[config.mk]
export PLATFORM = sky130hd
export DESIGN_NAME = stopwatch_ctrl
export DESIGN_NICKNAME = d
export VERILOG_FILES = /design/src/rtl/stopwatch_ctrl.sv
export SDC_FILE = /design/constraint.sdc
export NUM_CORES = 1
export LEC_CHECK = 0
export ABC_AREA = 0
export CORE_UTILIZATION = 50
export CTS_CLUSTER_DIAMETER = 50
export DETAILED_ROUTE_END_ITERATION = 16
export PLACE_DENSITY = 0.76
export SYNTH_ARGS = -nofsm -noshare
export SYNTH_HDL_FRONTEND = slang
export SYNTH_SLANG_ARGS = --single-unit
export TNS_END_PERCENT = 10
[constraint.sdc]
create_clock -name clk -period 3.36 [get_ports clk]
set_input_delay 0.336 -clock clk [delete_from_list [all_inputs] [get_ports clk]]
set_output_delay 0.336 -clock clk [all_outputs]
set_load 0.005 [all_outputs]
[src/rtl/stopwatch_ctrl.sv]
// Stopwatch control: key conditioning, run/lap/stop FSM, tick prescaler and
// counter-chain clear for a decimal stopwatch display.

// Synchronizes and debounces one active-low key and emits a one-cycle press pulse.
module stopwatch_key_db #(
  parameter int unsigned DB_CNT = 500000
) (
  input  logic clk,
  input  logic nclr,
  input  logic i_key,
  output logic o_press
);

  localparam int unsigned CW = $clog2(DB_CNT + 1);

  logic          r_s1;
  logic          r_s2;
  logic          r_db;
  logic          r_db_d;
  logic          r_press;
  logic [CW-1:0] r_cnt;
  logic [CW-1:0] w_cnt_inc;

  assign w_cnt_inc = r_cnt + CW'(1);

  // Two-flop synchronizer; idle level is released (1).
  always_ff @(posedge clk or negedge nclr) begin
    if (!nclr) begin
      r_s1 <= 1'b1;
      r_s2 <= 1'b1;
    end else begin
      r_s1 <= i_key;
      r_s2 <= r_s1;
    end
  end

  // Accept a level change only after DB_CNT consecutive differing samples.
  always_ff @(posedge clk or negedge nclr) begin
    if (!nclr) begin
      r_db  <= 1'b1;
      r_cnt <= '0;
    end else if (r_s2 == r_db) begin
      r_cnt <= '0;
    end else if (w_cnt_inc == CW'(DB_CNT)) begin
      r_db  <= ~r_db;
      r_cnt <= '0;
    end else begin
      r_cnt <= w_cnt_inc;
    end
  end

  // Press pulse in the cycle after the debounced level falls; releases are ignored.
  always_ff @(posedge clk or negedge nclr) begin
    if (!nclr) begin
      r_db_d  <= 1'b1;
      r_press <= 1'b0;
    end else begin
      r_db_d  <= r_db;
      r_press <= r_db_d & ~r_db;
    end
  end

  assign o_press = r_press;

endmodule

module stopwatch_ctrl #(
  parameter int unsigned DIV    = 500000,
  parameter int unsigned DB_CNT = 500000
) (
  input  logic       clk,
  input  logic       nclr,
  input  logic       key_ss,
  input  logic       key_lr,
  output logic       tick,
  output logic       cnt_nclr,
  output logic       running,
  output logic       lap_hold,
  output logic [1:0] state
);

  localparam int unsigned PW = $clog2(DIV);

  localparam logic [1:0] S_IDLE = 2'd0;
  localparam logic [1:0] S_RUN  = 2'd1;
  localparam logic [1:0] S_LAP  = 2'd2;
  localparam logic [1:0] S_STOP = 2'd3;

  logic          w_ss_press;
  logic          w_lr_press;
  logic [1:0]    r_state;
  logic [1:0]    w_state_nxt;
  logic [PW-1:0] r_pre;
  logic          r_running;
  logic          r_lap_hold;
  logic          r_cnt_nclr;
  logic          w_running_nxt;
  logic          w_lap_hold_nxt;
  logic          w_cnt_nclr_nxt;
  logic          w_tick;
  logic          w_pre_wrap;

  stopwatch_key_db #(.DB_CNT(DB_CNT)) u_db_ss (
    .clk     (clk),
    .nclr    (nclr),
    .i_key   (key_ss),
    .o_press (w_ss_press)
  );

  stopwatch_key_db #(.DB_CNT(DB_CNT)) u_db_lr (
    .clk     (clk),
    .nclr    (nclr),
    .i_key   (key_lr),
    .o_press (w_lr_press)
  );

  // State register.
  always_ff @(posedge clk or negedge nclr) begin
    if (!nclr) begin
      r_state <= S_IDLE;
    end else begin
      r_state <= w_state_nxt;
    end
  end

  // Next-state logic; start/stop wins over lap/reset when both arrive together.
  always_comb begin
    w_state_nxt = r_state;
    case (r_state)
      S_IDLE: begin
        if (w_ss_press) w_state_nxt = S_RUN;
      end
      S_RUN: begin
        if (w_ss_press)      w_state_nxt = S_STOP;
        else if (w_lr_press) w_state_nxt = S_LAP;
      end
      S_LAP: begin
        if (w_ss_press)      w_state_nxt = S_STOP;
        else if (w_lr_press) w_state_nxt = S_RUN;
      end
      S_STOP: begin
        if (w_ss_press)      w_state_nxt = S_RUN;
        else if (w_lr_press) w_state_nxt = S_IDLE;
      end
      default: w_state_nxt = S_IDLE;
    endcase
  end

  // Output decode: status flags from the upcoming state, clear on STOP->IDLE, tick.
  always_comb begin
    w_running_nxt  = 1'b0;
    w_lap_hold_nxt = 1'b0;
    w_cnt_nclr_nxt = 1'b1;
    w_pre_wrap     = (r_pre == PW'(DIV - 1));
    w_tick         = r_running & w_pre_wrap;
    if ((w_state_nxt == S_RUN) || (w_state_nxt == S_LAP)) w_running_nxt = 1'b1;
    if (w_state_nxt == S_LAP) w_lap_hold_nxt = 1'b1;
    if ((r_state == S_STOP) && (w_state_nxt == S_IDLE)) w_cnt_nclr_nxt = 1'b0;
  end

  // Registered status outputs track the state register exactly, without decode glitches.
  always_ff @(posedge clk or negedge nclr) begin
    if (!nclr) begin
      r_running  <= 1'b0;
      r_lap_hold <= 1'b0;
      r_cnt_nclr <= 1'b0;
    end else begin
      r_running  <= w_running_nxt;
      r_lap_hold <= w_lap_hold_nxt;
      r_cnt_nclr <= w_cnt_nclr_nxt;
    end
  end

  // Prescaler counts while running, freezes in STOP so a resume keeps the partial period.
  always_ff @(posedge clk or negedge nclr) begin
    if (!nclr) begin
      r_pre <= '0;
    end else if (r_running) begin
      r_pre <= w_pre_wrap ? '0 : r_pre + PW'(1);
    end else if (r_state == S_IDLE) begin
      r_pre <= '0;
    end
  end

  assign tick     = w_tick;
  assign cnt_nclr = r_cnt_nclr;
  assign running  = r_running;
  assign lap_hold = r_lap_hold;
  assign state    = r_state;

endmodule

* Word-level counts from Yosys, hierarchy flattened
Cells that the tools add are included.
** Storage, ports and cells
- Flip-flop bits (word level) :: 72
- Bits in latches :: 0
- Memory bits (writable) :: 0
- ROM bits :: 0
- Input port bits :: 4
- Output and inout bits :: 6
- Memories :: 0
** Operators by class
- $add $sub $neg :: 3
- $mul :: 0
- Div/mod/pow operators :: 0
- Magnitude comparators :: 0
- Equality and inequality tests :: 10
- Shift-type cells :: 0
- Multiplexer cells :: 18
- Bitwise logic cells :: 7
- Reduce and logical (&&, ||, !) cells :: 7
** Operators by type and width (number)
- two-way mux 19 bit :: 7
- adder 19 x 1 -> 19 bit (second input constant) :: 3
- equality test 19 bit (second input constant) :: 3
- two-way mux 2 bit :: 7
- one-hot mux 2 bit (4 select lines) :: 1
- equality test 2 bit (second input constant) :: 3
- equality test 2 x 1 -> 1 bit (second input constant) :: 2
- logical NOT 2 bit :: 2
- inverter 1 bit :: 4
- AND reduction 2 bit :: 2
- bitwise AND 1 bit :: 3
- two-way mux 1 bit :: 3
- equality test 1 bit :: 2
- nonzero test 2 bit :: 1
- logical AND 1 bit :: 1
- logical OR 1 bit :: 1

* Longest topological paths before layout
- Depth in word-level cells :: 6
- Gate-level depth with buffers :: 8
- Gate-level depth less buffers :: 7

* Cells and area by module
A second synthesis with hierarchy kept.
** Second synthesis, totals
- Cells, all modules :: 430
- Area total of the unflattened synthesis :: 4225.3 um2
** By module, submodules not included
- stopwatch_key_db :: times used 2, cells each 138, area each 1412.6 um2, seq. area each 605.6 um2
- stopwatch_ctrl :: times used 1, cells each 154, area each 1400.1 um2, seq. area each 600.6 um2

* Worst setup path before layout
No wires, ideal clock.
- Kind :: reg-to-reg
- Start :: register u_db_ss.r_cnt[0]
- End :: register u_db_ss.r_cnt[10]
- Setup time :: 119 ps
- Data arrival time :: 2204 ps
- Data required time :: 3241 ps
- Slack :: 1037 ps
- Stages on the path, launching flop included :: 9
- Cell sequence :: dfrtp_1 ha_1 nand3_1 nor4_4 and3_1 o221ai_2 o41ai_4 buf_6 nor2_1
** On the way
- Word-level cells in the longest chain between the ends :: 4
** RTL lines
- from (decl) :: line 21 : logic [CW-1:0] r_cnt;
- from (signal assigned) :: line 48 : r_cnt <= w_cnt_inc;
- adder 19 x 1 -> 19 bit * :: line 24 : assign w_cnt_inc = r_cnt + CW'(1);
- equality test 19 bit :: line 44 : end else if (w_cnt_inc == CW'(DB_CNT)) begin
- two-way mux 19 bit * :: line 44
- two-way mux 19 bit * :: line 42 : end else if (r_s2 == r_db) begin
Every way passes the cells marked *; elsewhere a longest branch is shown, timed or not.
A chain may end at the register's enable or synchronous reset.

* Final worst setup path
- Start :: register u_db_ss.r_cnt[0]
- End :: register u_db_ss.r_cnt[7]
The elaborated chain is that of the path after synthesis.

==> out/metrics.cfg <==
[clock_tree]
cts.reportedPaths.clkPinSlew_ns=0.07
cts-htree-levels=3
cts_buffer_depth=2
clock-root-buffer=sky130_fd_sc_hd__clkbuf_8
post_cts_setup_buffer_count=0
cts_hold_repair.buffers=0
clock_latency_ns=0.35
numCtsBuffers=9
cts-resized-gates=0
tritoncts_num_sinks=72
tritoncts_clock_tree=done

[global_route]
global_route.overflow_total=0
first_pass_grt_wire_length_microns=12300
largest_net_degree_at_the_start_of_global_routing=73
grt_antenna_before_repair=0
first_global_vias=2651
grt_usage=0.204

[placement]
place.gp.congestion=0.857
dp.final_hpwl_microns=4990
placed_cells=497
port_buffers=9

[critical_path]
critPathArrivalTime_ns=2.95
critical_path.endpoint_type=register
reg2reg_depth=7
timing.critical_path.slowest_stage_cell=sky130_fd_sc_hd__o41ai_4
worstPathRequired_ns=3.56
rr_startpoint=u_db_ss.r_cnt[0]$_DFF_PN0_
crit_path_max_incr_delay_ns=0.76
start_kind=register
path_cells=ha_1 > nand3_1 > nor4_4 > and3_1 > o221ai_2 > o41ai_4 > nor2_1
critical_path_startpoint=u_db_ss.r_cnt[0]$_DFF_PN0_
crit_type=register to register
crit_path_max_fanout=14

[sta]
post-route-period-util=0.818
slew_headroom=0.296
period_minus_slack_ns=2.75
max_freq_mhz=364
hold_violations=0
setup_repair_after_global_routing_missed_its_margin=no
hold_slack_ns=0.0995
setup-violations-final=0
slew_violations=0
setup_tns_ns=0
worstMarginPinSlew_ns=1.05
clock_skew_ns=0.00855

[power]
comb_power_share=0.025
switching_power_summed_over_all_nets_mw=0.371
power_frac_clock=0.447
power.sequential.fraction=0.528
cell_internal_pwr_mw=1.31
power_switching_share=0.221
ir_worst_vdd_uv=233
power.static_leakage_nw=1.69
power_per_cell_area_mw_per_mm2=400

[yosys]
synth_warnings=0
synthCells=404
syn_nets=413
synth.lib_cells_used.distinct=48
ys_ff_latch=72
per_instance_average_area_after_synthesis_sq_um=9.45
netlist_area_pre_place_sq_mm=0.00382
sequential_area_share_after_synthesis=0.474

[floorplanning]
die_area_sq_mm=0.00799
die_x_microns=89.4
start_util=0.521
io_pins=10
height_of_the_chip_microns=89.4
floorplan.core_area_sq_mm=0.00733
placement_rows=31

[final_layout]
seqCellArea_sq_mm=0.00181
layout.cells.most_common_list=sky130_fd_sc_hd__dfrtp_1 (64), sky130_fd_sc_hd__nor2_1 (49), sky130_fd_sc_hd__o21ai_0 (30)
antennaDiodeCount=0
area_of_the_multi_input_gates_sq_mm=0.00189
final_net_count=418
fillerInstances=609
final_common_cell=sky130_fd_sc_hd__dfrtp_1
finalNonFillerCells=513
drive_above_1_share=0.0918
area_growth_syn_to_layout_pct=9.73

[drt]
route.detailed.vias_per_inst=5.57
postRouteAntennaNets=0
route.detailed.wl_per_inst_microns=14.0
num_vias=2857
remaining_drc_errors=0
routed_wirelength_microns=7180
detailedRoute.firstIterationViolations=153
first_pass_detailed_route_iteration_total=5

[worst_hold_path]
min_path_type=input port to async pin

[run_status]
status=finished clean

[job]
maxCapViolations=0

final cells by class:
| cell class | count | area share |
|---|---|---|
| clock inverters | 7 | 0.0224 |
| clock buffers | 9 | 0.0296 |
| inverters | 12 | 0.0107 |
| multi-input cells | 303 | 0.451 |
| flip-flops and latches | 72 | 0.432 |
| repair buffers | 11 | 0.0245 |
| well taps | 99 | 0.0296 |
power groups by stage:
stage	sequential [mW]	combinational [mW]	clock (mW)
after floorplan	0.899	0.0219	0
after global placement	0.902	0.0433	0
after detailed placement	0.902	0.0438	0
after CTS	0.885	0.0440	0.772
after global routing	0.887	0.0502	0.811
final	0.885	0.0416	0.750
final timing paths:
path                            slack (ns)                    endpoint
worst min register to register        0.36      u_db_lr.r_s2$_DFF_PN1_
worst min-delay path                   0.1  u_db_ss.r_cnt[7]$_DFF_PN0_
min in group clk                      0.36      u_db_lr.r_s2$_DFF_PN1_
worst max register to register        0.61  u_db_ss.r_cnt[7]$_DFF_PN0_
worst max-delay path                  0.61  u_db_ss.r_cnt[7]$_DFF_PN0_
max in group asynchronous             2.71        r_pre[7]$_DFFE_PN0P_
worst max-delay path: cells and delay by family (launching register included):
kind,cells,cell delay (ns)
fa+ha+maj,1,0.27
compound gates,2,0.93
simple gates,4,0.98
flops,1,0.42
metal layers:
layer,GRT usage,routed length (microns),up-vias
met3,0.0665,242,10
li1,-,-,1449
met5,0,0,-
met2,0.326,3360,37
met4,0.0707,99,0
met1,0.262,3480,1361
cells by family (layout without fill, tap and decap cells):
group	count (synthesis)	in the layout	synth area share
XOR/XNOR	38	38	0.0872
multiplexers	5	5	0.0138
AND/OR/NAND/NOR	194	194	0.273
AO/OA/AOI/OAI	61	61	0.104
flip-flops	72	72	0.474
buffers and inverters	29	39	0.0321
adder cells (fa/ha/maj)	5	5	0.0164
synthesized netlist by cell type, drive strengths merged:
library cell / count / area share
nand2: 25 / 0.025
buf: 8 / 0.011
nand3: 23 / 0.030
nand4: 15 / 0.029
o22ai: 1 / 0.0016
and3b: 1 / 0.0023
a21oi: 8 / 0.010
clkbuf: 9 / 0.0092
dfstp: 8 / 0.055
nor4b: 1 / 0.0023
xor2: 16 / 0.037
nor3: 21 / 0.028
and2: 2 / 0.0033
a211oi: 1 / 0.0020
a31oi: 2 / 0.0033
or3: 2 / 0.0033
o21ai: 30 / 0.039
nand3b: 2 / 0.0039
o31ai: 6 / 0.012
nor4: 14 / 0.030
or2: 2 / 0.0033
o21a: 3 / 0.0059
dfrtp: 64 / 0.42
nor2b: 5 / 0.0082
mux2i: 3 / 0.0079
o2111ai: 2 / 0.0046
inv: 12 / 0.012
o221ai: 3 / 0.0085
nor3b: 2 / 0.0039
nand2b: 11 / 0.018
o211ai: 1 / 0.0020
and4: 4 / 0.0092
o41ai: 3 / 0.012
mux2: 2 / 0.0059
xnor2: 22 / 0.050
ha: 5 / 0.016
and3: 13 / 0.021
nand4b: 2 / 0.0046
o31a: 1 / 0.0023
nor2: 49 / 0.048
sequential cells by signal, indices dropped and copies added, names as in the netlist:
signal and cells:
r_pre 19, u_db_lr.r_cnt 19, u_db_ss.r_cnt 19, state 2, cnt_nclr 1, lap_hold 1, running 1, u_db_lr.o_press 1
u_db_lr.r_db 1, u_db_lr.r_db_d 1, u_db_lr.r_s1 1, u_db_lr.r_s2 1, u_db_ss.o_press 1, u_db_ss.r_db 1, u_db_ss.r_db_d 1, u_db_ss.r_s1 1
u_db_ss.r_s2 1
per-stage QoR:
stage / instance area, sq um / total power, mW / util / worst slack, ns
after detailed placement: 3970 / 0.946 / 0.542 / 0.602
after CTS: 4190 / 1.70 / 0.572 / 0.590
after global placement: 3970 / 0.945 / 0.542 / 0.738
final: 4190 / 1.68 / 0.572 / 0.612
after global routing: 4190 / 1.75 / 0.572 / 0.305
after floorplan: 3820 / 0.921 / - / 1.04
Note: power is estimated with default switching activity, not from simulation.
